$ cat config.mk
export PLATFORM = sky130hd
export DESIGN_NAME = spi_shift_engine
export DESIGN_NICKNAME = d
export VERILOG_FILES = /design/src/rtl/spi_shift_engine.sv
export SDC_FILE = /design/constraint.sdc
export NUM_CORES = 1
export LEC_CHECK = 0
export ABC_AREA = 1
export ABC_CLOCK_PERIOD_IN_PS = 3550
export BUFFER_PORTS_ARGS = -buffer_cell sky130_fd_sc_hd__buf_4
export CAP_MARGIN = 5
export CORE_MARGIN = 2
export CORE_UTILIZATION = 53
export CTS_CLUSTER_DIAMETER = 200
export CTS_CLUSTER_SIZE = 16
export DETAILED_ROUTE_END_ITERATION = 8
export PLACE_DENSITY = 0.73
export SYNTH_ARGS = -nofsm -noshare
export SYNTH_HDL_FRONTEND = slang
export SYNTH_SLANG_ARGS = --single-unit
$ cat constraint.sdc
create_clock -name cck -period 3.55 [get_ports cck]
set_clock_uncertainty 0.05 [all_clocks]
set_input_delay 0.71 -clock cck [delete_from_list [all_inputs] [get_ports cck]]
set_output_delay 0.71 -clock cck [all_outputs]
set_load 0.05 [all_outputs]
$ cat src/rtl/spi_shift_engine.sv
// ---------------------------------------------------------------------------
// spi_shift_engine
//   Byte-level SPI mode-0 master (CPOL=0, CPHA=0). One byte plus a speed code
//   is accepted per transfer. sclk is derived from cck with a per-byte
//   half-period H, the byte is shifted out MSB first on mosi, and 8 bits are
//   captured from miso. A one-deep pending slot lets the next byte be queued
//   while the current one is still shifting.
//
// Ports
//   cck      in   system clock, all state changes on the rising edge
//   reset    in   asynchronous active-high reset
//   speed    in   [1:0] speed code, sampled only when a byte is accepted
//   start    in   single-cycle transfer request for tx_data
//   tx_data  in   [7:0] byte to transmit, MSB first
//   ready    out  start will be accepted (pending slot empty)
//   busy     out  byte shifting, in its done cycle, or a byte pending
//   rx_data  out  [7:0] last completed received byte
//   done     out  one-cycle pulse when rx_data updates
//   sclk     out  SPI clock, idle low
//   mosi     out  SPI data out, idle high
//   miso     in   SPI data in
// ---------------------------------------------------------------------------
module spi_shift_engine #(
  parameter int unsigned DIV_SLOW  = 16,
  parameter int unsigned DIV_MID   = 4,
  parameter int unsigned DIV_TURBO = 1
) (
  input  logic       cck,
  input  logic       reset,
  input  logic [1:0] speed,
  input  logic       start,
  input  logic [7:0] tx_data,
  output logic       ready,
  output logic       busy,
  output logic [7:0] rx_data,
  output logic       done,
  output logic       sclk,
  output logic       mosi,
  input  logic       miso
);

  // Divider width sized for the slowest (largest) half-period.
  localparam int unsigned DIV_W = $clog2(DIV_SLOW + 1);
  localparam int unsigned BIT_W = 3;

  typedef enum logic [1:0] {
    IDLE  = 2'd0,
    SHIFT = 2'd1,
    DONE  = 2'd2
  } state_t;

  state_t state_q, state_d;

  // Datapath registers
  logic [7:0]       tx_sh_q,     tx_sh_d;
  logic [7:0]       rx_sh_q,     rx_sh_d;
  logic [DIV_W-1:0] half_q,      half_d;
  logic [DIV_W-1:0] div_q,       div_d;
  logic [BIT_W-1:0] bit_q,       bit_d;
  logic             tail_q,      tail_d;
  logic             pend_full_q, pend_full_d;
  logic [7:0]       pend_data_q, pend_data_d;
  logic [DIV_W-1:0] pend_half_q, pend_half_d;
  logic             sclk_q,      sclk_d;
  logic             mosi_q,      mosi_d;
  logic [7:0]       rx_data_q,   rx_data_d;
  logic             done_q,      done_d;
  logic             ready_q,     ready_d;
  logic             busy_q,      busy_d;

  // Byte-load selection (fresh request or pending slot)
  logic             load;
  logic [7:0]       load_data;
  logic [DIV_W-1:0] load_half;

  logic accept;
  logic half_end;

  // Speed code to sclk half-period in cck cycles; codes 10 and 11 alias.
  function automatic logic [DIV_W-1:0] half_of(input logic [1:0] code);
    case (code)
      2'b00:   half_of = DIV_W'(DIV_SLOW);
      2'b01:   half_of = DIV_W'(DIV_MID);
      default: half_of = DIV_W'(DIV_TURBO);
    endcase
  endfunction

  assign accept   = start && ready_q;
  assign half_end = (div_q == (half_q - DIV_W'(1)));

  // State register
  always_ff @(posedge cck or posedge reset) begin
    if (reset) begin
      state_q <= IDLE;
    end else begin
      state_q <= state_d;
    end
  end

  // Next-state logic. The tail flag marks the one cycle after the 8th
  // falling edge, which gives the 16*H+1 accept-to-done latency.
  always_comb begin
    state_d = state_q;
    case (state_q)
      IDLE:    if (accept) state_d = SHIFT;
      SHIFT:   if (tail_q) state_d = DONE;
      DONE:    state_d = (pend_full_q || accept) ? SHIFT : IDLE;
      default: state_d = IDLE;
    endcase
  end

  // Datapath / output next values
  always_comb begin
    tx_sh_d     = tx_sh_q;
    rx_sh_d     = rx_sh_q;
    half_d      = half_q;
    div_d       = div_q;
    bit_d       = bit_q;
    tail_d      = tail_q;
    pend_full_d = pend_full_q;
    pend_data_d = pend_data_q;
    pend_half_d = pend_half_q;
    sclk_d      = sclk_q;
    mosi_d      = mosi_q;
    rx_data_d   = rx_data_q;
    done_d      = 1'b0;
    load        = 1'b0;
    load_data   = tx_data;
    load_half   = half_of(speed);

    case (state_q)
      IDLE: begin
        if (accept) load = 1'b1;
      end

      SHIFT: begin
        // Queue the next byte while this one shifts.
        if (accept) begin
          pend_full_d = 1'b1;
          pend_data_d = tx_data;
          pend_half_d = half_of(speed);
        end
        if (tail_q) begin
          rx_data_d = rx_sh_q;
          done_d    = 1'b1;
        end else if (half_end) begin
          div_d  = '0;
          sclk_d = ~sclk_q;
          // End of a high half-period: capture miso, advance mosi. Ones
          // are shifted in behind the data so mosi idles high afterwards.
          if (sclk_q) begin
            rx_sh_d = {rx_sh_q[6:0], miso};
            mosi_d  = tx_sh_q[6];
            tx_sh_d = {tx_sh_q[6:0], 1'b1};
            bit_d   = bit_q + BIT_W'(1);
            if (bit_q == BIT_W'(7)) tail_d = 1'b1;
          end
        end else begin
          div_d = div_q + DIV_W'(1);
        end
      end

      DONE: begin
        // A request arriving in this cycle with an empty slot is loaded
        // directly, so it starts on the same edge a queued byte would.
        if (pend_full_q) begin
          load        = 1'b1;
          load_data   = pend_data_q;
          load_half   = pend_half_q;
          pend_full_d = 1'b0;
        end else if (accept) begin
          load = 1'b1;
        end
      end

      default: ;
    endcase

    if (load) begin
      tx_sh_d = load_data;
      rx_sh_d = '0;
      half_d  = load_half;
      div_d   = '0;
      bit_d   = '0;
      tail_d  = 1'b0;
      sclk_d  = 1'b0;
      mosi_d  = load_data[7];
    end

    ready_d = !pend_full_d;
    busy_d  = (state_d != IDLE) || pend_full_d;
  end

  // Datapath registers
  always_ff @(posedge cck or posedge reset) begin
    if (reset) begin
      tx_sh_q     <= '0;
      rx_sh_q     <= '0;
      half_q      <= '0;
      div_q       <= '0;
      bit_q       <= '0;
      tail_q      <= 1'b0;
      pend_full_q <= 1'b0;
      pend_data_q <= '0;
      pend_half_q <= '0;
      sclk_q      <= 1'b0;
      mosi_q      <= 1'b1;
      rx_data_q   <= '0;
      done_q      <= 1'b0;
      ready_q     <= 1'b1;
      busy_q      <= 1'b0;
    end else begin
      tx_sh_q     <= tx_sh_d;
      rx_sh_q     <= rx_sh_d;
      half_q      <= half_d;
      div_q       <= div_d;
      bit_q       <= bit_d;
      tail_q      <= tail_d;
      pend_full_q <= pend_full_d;
      pend_data_q <= pend_data_d;
      pend_half_q <= pend_half_d;
      sclk_q      <= sclk_d;
      mosi_q      <= mosi_d;
      rx_data_q   <= rx_data_d;
      done_q      <= done_d;
      ready_q     <= ready_d;
      busy_q      <= busy_d;
    end
  end

  assign ready   = ready_q;
  assign busy    = busy_q;
  assign rx_data = rx_data_q;
  assign done    = done_q;
  assign sclk    = sclk_q;
  assign mosi    = mosi_q;

endmodule
==> impl_metrics.env, run 1 <==
export IMPL_status="completed"
export IMPL_path_class="flop to flop"
export IMPL_p_int_mw=1.30
export IMPL_drcViolationCount=0
export IMPL_fin_ws_ns=1.32
export IMPL_die_w_um=76.2
export IMPL_clock_latency_ns=0.31
export IMPL_whs_ns=0.421
export IMPL_period_needed_ns=2.23
export IMPL_routed_wl_um=4950
export IMPL_tns_ns=0
export IMPL_cp_data_required_time_ns=3.70
export IMPL_grt_pass1_vias=2084
export IMPL_drtIter0Drc=108
export IMPL_post_route_period_util=0.628
export IMPL_cts_tree="done"
export IMPL_yosys_warnings=0
export IMPL_cp_end_kind="flop"
export IMPL_floorplan_initialDensity=0.544
export IMPL_cts_resized=0
export IMPL_comb_power_share=0.427
export IMPL_antenna_found_initial=0
export IMPL_nets=390
export IMPL_dp_hpwl_um=3380
export IMPL_portBuffers=26
export IMPL_slowest_delay_ns=0.43
export IMPL_rsz0062_at_grt="false"
export IMPL_grt_max_degree=55
export IMPL_seq_area_frac_synth=0.490
export IMPL_cts_max_path_buffers=2
export IMPL_grt_usage=0.190
export IMPL_rows=26
export IMPL_crit_start="state_q[0]"
export IMPL_clock_power_share=0.155
export IMPL_ios=27
export IMPL_r2r_slack_ns=1.32
export IMPL_slew_viol_final=0
export IMPL_worstMarginPinSlew_ns=1.10
export IMPL_finalPower_mw=2.27
export IMPL_grt_ovfl_total=0
export IMPL_crit_fanout=26
export IMPL_die_y_um=76.2
export IMPL_diodes=0
export IMPL_htree_levels=2
export IMPL_ant_nets=0
export IMPL_setup_viol=0
export IMPL_crit_end="rx_sh_q[1]"
export IMPL_worst_path_most_repeated_cell="nand2_1"
export IMPL_synthesis_nets=367
export IMPL_cp_start_kind="flop"
export IMPL_placedCellCount=431
export IMPL_ir_worst_vdd_mv=0.364
export IMPL_power_share_sequential=0.418
export IMPL_dr_pass1_iters=4
export IMPL_slowest_stage="dfrtp_1"
export IMPL_drive_above_1_share=0.136
export IMPL_reg2reg_to="rx_sh_q[1]"
export IMPL_cp_cell_sequence="inv_1 > ha_1 > nand2_2 > nand2_1 > nand2_4 > inv_4 > nor2_4 > nor2_8 > nand2_4 > nand2_1 > nand2_1"
export IMPL_path_clk_slew_ns=0.09
export IMPL_max_cap_viol_count=0
export IMPL_grt_pass1_wl_um=8970
export IMPL_finalWeightedCongestion=0.801
export IMPL_hp_class="flop to flop"
export IMPL_synthCells=345
export IMPL_via_count=2122
export IMPL_netSwitchingFraction=0.427
export IMPL_cts_hold_buf=0
export IMPL_final_util=0.603
export IMPL_r2r_cells=11
export IMPL_ys_seq_elements=54
export IMPL_fp_dieArea_um2=5800
export IMPL_power_density_nw_per_um2=741
export IMPL_synth_cell_types=30
export IMPL_finalHoldViolations=0
export IMPL_placed_cell_area_um2=2970
export IMPL_root_buffer="clkbuf_8"
export IMPL_crit_arrival_ns=2.38
export IMPL_fin_area_um2=3060
export IMPL_slew_headroom=0.266
export IMPL_timing_fmax_mhz=449
export IMPL_place_ws_ns=1.26
export IMPL_detail_route_vias_per_cell=4.83
export IMPL_power_switching_mw=0.968
export IMPL_fp_coreArea_um2=5070
export IMPL_final_cell_count_no_fill=439
export IMPL_reg2reg_from="state_q[0]"
export IMPL_cts_sinks=54
export IMPL_cts_buffers=5
export IMPL_postSynthAreaPerCell_um2=8.00
export IMPL_p_leak_nw=1.67
export IMPL_post_cts_setup_buffers=0
export IMPL_syn_area_um2=2760
export IMPL_wl_per_cell_um=11.3
export IMPL_syn_to_final_growth_pct=10.8
==> Yosys cell counts <==
cell type | count | area (um^2)
a21oi_1 | 3 | 15.0
buf_1 | 1 | 3.75
buf_12 | 1 | 20.0
buf_2 | 2 | 10.0
buf_4 | 3 | 22.5
buf_8 | 1 | 15.0
clkbuf_1 | 3 | 11.3
clkinv_1 | 1 | 3.75
dfrtp_1 | 52 | 1300
dfstp_2 | 2 | 52.6
ha_1 | 8 | 100
inv_1 | 43 | 161
inv_2 | 2 | 7.51
inv_4 | 1 | 6.26
inv_6 | 1 | 8.76
nand2_1 | 126 | 473
nand2_2 | 1 | 6.26
nand2_4 | 3 | 33.8
nand2_8 | 1 | 20.0
nand3_1 | 25 | 125
nand3_2 | 1 | 10.0
nand4_1 | 4 | 25.0
nor2_1 | 16 | 60.1
nor2_4 | 1 | 11.3
nor2_8 | 1 | 20.0
o211ai_1 | 3 | 22.5
o21ai_0 | 33 | 165
o21bai_1 | 2 | 15.0
or2_4 | 1 | 8.76
xor2_1 | 3 | 26.3
==> state kept, by name, indices dropped and copies added, names as in the netlist <==
signal,cells
pend_data_q,8
done,1
mosi,1
rx_sh_q,8
tx_sh_q,7
div_q,5
tail_q,1
pend_half_q,3
bit_q,3
rx_data,8
pend_full_q,1
state_q,2
ready,1
half_q,3
busy,1
sclk,1
==> final cells by class <==
type	instances	area [um^2]
clock buffer	7	86.3
multi-input combinational	232	1140
inverter	48	188
clock inverter	1	5.00
fill	480	2010
timing repair buffer	27	203
sequential	54	1350
tap	70	87.6
==> power by group through the flow <==
stage                     Sequential (mW)  Combinational [mW]  Clock [mW]
final                               0.949               0.968       0.351
after global routing                0.975                1.10       0.384
after CTS                           0.950               0.971       0.362
after detailed placement            0.961               0.966           0
after global placement              0.957               0.942           0
after floorplan                      1.01               0.784           0
==> cells by family (layout without fill, tap and decap cells) <==
group	Yosys count	after routing	synth area share
DFF	54	54	0.490
AOI/OAI and AO/OA	41	41	0.0788
adders and majority gates	8	8	0.0362
buffers and inverters	59	83	0.0979
and+or+nand+nor	180	180	0.287
xor gates and xnor gates	3	3	0.00952
==> worst max-delay path, delay by kind of cell, from the launching register on <==
family / cells / cell delay [ns]
buffers and inverters: 2 / 0.37
AND/OR/NAND/NOR: 8 / 1.09
adder cells (fa/ha/maj): 1 / 0.19
flip-flops: 1 / 0.43
==> metal layers <==
| metal | share of wire | track usage | vias up | routed length, um |
|---|---|---|---|---|
| met4 | 0.015 | 0.0727 | 0 | 76 |
| met1 | 0.50 | 0.243 | 976 | 2460 |
| met2 | 0.47 | 0.326 | 23 | 2300 |
| met3 | 0.023 | 0.0296 | 7 | 112 |
| met5 | 0 | 0 | - | 0 |
| li1 | - | - | 1116 | - |
==> worst min-delay path by stage <==
| stage | end | cells after the start | slack [ns] | start |
|---|---|---|---|---|
| final | mosi | 2 | 0.42 | mosi |
| after global routing | rx_sh_q[6] | 2 | 0.45 | rx_sh_q[6] |
| after CTS | mosi | 2 | 0.42 | mosi |
| after detailed placement | rx_sh_q[2] | 2 | 0.41 | rx_sh_q[2] |
| after global placement | tx_sh_q[6] | 2 | 0.40 | tx_sh_q[6] |
| after floorplan | rx_sh_q[0] | 2 | 0.39 | rx_sh_q[0] |
==> placed cells by master, fill, tap and decap left out <==
cell type and count:
nand3_1 25, dfstp_2 2, o211ai_1 3, nor2_8 1, nand2_8 1, xor2_1 3
a21oi_1 3, nand3_2 1, inv_6 1, o21bai_1 2, clkbuf_8 6, nor2_4 1
ha_1 8, nand2_4 3, clkinv_1 1, nand4_1 4, nand2_1 126, inv_1 42
inv_2 3, dfrtp_1 52, nor2_1 16, or2_4 1, clkbuf_1 1, clkinv_2 1
inv_4 1, buf_4 27, nand2_2 1, o21ai_0 33
Power figures use the tool's default switching activity.
==> run 2, diff against run 1 <==
--- a/config.mk
+++ b/config.mk
@@ -6,7 +6,7 @@
 export NUM_CORES = 1
 export LEC_CHECK = 0
 export ABC_AREA = 1
-export ABC_CLOCK_PERIOD_IN_PS = 3550
+export ABC_CLOCK_PERIOD_IN_PS = 2100
 export BUFFER_PORTS_ARGS = -buffer_cell sky130_fd_sc_hd__buf_4
 export CAP_MARGIN = 5
 export CORE_MARGIN = 2
==> constraint.sdc (replaced) <==
create_clock -name cck -period 2.1 [get_ports cck]
set_clock_uncertainty 0.05 [all_clocks]
set_input_delay 0.42 -clock cck [delete_from_list [all_inputs] [get_ports cck]]
set_output_delay 0.42 -clock cck [all_outputs]
set_load 0.05 [all_outputs]
==> run 2 against run 1 <==
Sequential share of layout area down 1.5 points. Clock-buffer cell count down 2. Combinational power up 82%. Global-route usage up 0.25 points. Fmax up 16%. Non-clock buffer count up 10. Via count up 0.71%. Worst hold slack worse by 0.32 ns. Cell count up 2.3%. Sequential power up 69%. Design area up 3.5%. Critical path depth down 1. Critical path type unchanged.
==> impl_metrics.env, run 2 (synthesis gave the netlist of run 1 again) <==
export IMPL_cts_sinks=54
export IMPL_cp_data_required_time_ns=2.28
export IMPL_final_util=0.624
export IMPL_fillCellCount=460
export IMPL_grt_ovfl_total=0
export IMPL_cts_buffers=5
export IMPL_crit_fanout=15
export IMPL_cp_start_kind="flop"
export IMPL_finalWeightedCongestion=0.856
export IMPL_rows=26
export IMPL_cp_end_kind="flop"
export IMPL_use_met1=0.253
export IMPL_drive_above_1_share=0.161
export IMPL_grt_max_degree=55
export IMPL_die_y_um=76.2
export IMPL_drtIter0Drc=147
export IMPL_dp_hpwl_um=3530
export IMPL_status="completed"
export IMPL_post_route_period_util=0.918
export IMPL_ios=27
export IMPL_nets=400
export IMPL_cts_tree="done"
export IMPL_wl_per_cell_um=11.0
export IMPL_cts_max_path_buffers=2
export IMPL_p_leak_nw=1.74
export IMPL_slew_headroom=0.748
export IMPL_layout_commonest_cell="nand2_1"
export IMPL_grt_util_met2=0.312
export IMPL_slew_viol_final=0
export IMPL_ant_nets=0
export IMPL_power_density_nw_per_um2=1270
export IMPL_routed_wl_um=4920
export IMPL_place_ws_ns=0.188
export IMPL_detail_route_vias_per_cell=4.76
export IMPL_root_buffer="clkbuf_8"
export IMPL_grt_pass1_vias=2100
export IMPL_ir_worst_vdd_mv=0.644
export IMPL_fp_coreArea_um2=5070
export IMPL_dr_pass1_iters=4
export IMPL_portBuffers=26
export IMPL_path_clk_slew_ns=0.09
export IMPL_diodes=0
export IMPL_timing_fmax_mhz=519
export IMPL_finalHoldViolations=0
export IMPL_grt_usage=0.192
export IMPL_max_cap_viol_count=0
export IMPL_clock_latency_ns=0.30
export IMPL_grt_pass1_wl_um=9070
export IMPL_antenna_found_initial=0
export IMPL_setup_viol=0
export IMPL_r2r_cells=10
export IMPL_fin_ws_ns=0.172
export IMPL_whs_ns=0.106
export IMPL_worstMarginPinSlew_ns=0.378
export IMPL_path_class="flop to flop"
export IMPL_die_w_um=76.2
export IMPL_via_count=2137
export IMPL_rsz0062_at_grt="false"
export IMPL_cts_hold_buf=0
export IMPL_hp_class="primary input to async pin"
export IMPL_final_cell_mix="126 x nand2_1, 52 x dfrtp_1, 42 x inv_1"
export IMPL_top_usage_layer="met2"
export IMPL_met3_usage=0.0355
export IMPL_crit_start="state_q[0]"
export IMPL_crit_arrival_ns=2.11
export IMPL_reg2reg_from="state_q[0]"
export IMPL_syn_to_final_growth_pct=14.7
export IMPL_floorplan_initialDensity=0.544
export IMPL_drcViolationCount=0
export IMPL_tns_ns=0
export IMPL_period_needed_ns=1.93
export IMPL_fp_dieArea_um2=5800
export IMPL_htree_levels=2
-- run 2: final cells by class --
cell class | instances | area [um^2] | area share
inverter | 48 | 190 | 0.0600
multi-input combinational | 232 | 1140 | 0.359
clock buffer | 5 | 68.8 | 0.0217
tap | 70 | 87.6 | 0.0276
timing repair buffer | 37 | 290 | 0.0916
clock inverter | 3 | 40.0 | 0.0126
sequential | 54 | 1350 | 0.427
-- run 2: path summary, 6_finish.rpt --
check,end,slack (ns)
hold / removal,pend_data_q[2],0.11
setup / recovery,tail_q,0.17
min in group cck,pend_data_q[7],0.29
setup reg to reg,tail_q,0.17
max in group asynchronous,mosi,1.61
hold reg to reg,mosi,0.42
-- run 2: timing repair --
item,CTS,global route
setup endpoints to repair,0,1
gates resized for setup,0,1
setup buffers,0,3
-- run 2: per-layer routing --
layer	routed length (um)	share of wire
met5	0	0
met3	144	0.029
met4	131	0.027
met1	2410	0.49
met2	2230	0.45
-- run 2: worst max-delay path, stage by stage (launching register included) --
cell     delay, ns
dfrtp_1       0.41
inv_1         0.08
ha_1          0.22
nand2_2       0.12
nand2_1       0.10
nand2_4       0.17
inv_6         0.09
buf_4         0.19
nor2_1        0.13
nand4_1       0.12
o21ai_0       0.17
-- run 2: metrics by stage --
stage	cell area [um^2]	total power, mW	std cells
floorplan	2760	3.03	345
global placement	3030	3.29	438
detailed placement	3030	3.33	438
CTS	3140	4.02	446
global route	3170	4.39	449
finish	3170	4.04	449
-- run 2: power by group --
group	internal [mW]	switching [mW]	total, mW
combinational	0.626	1.13	1.76
sequential	1.39	0.205	1.60
clock	0.351	0.331	0.683
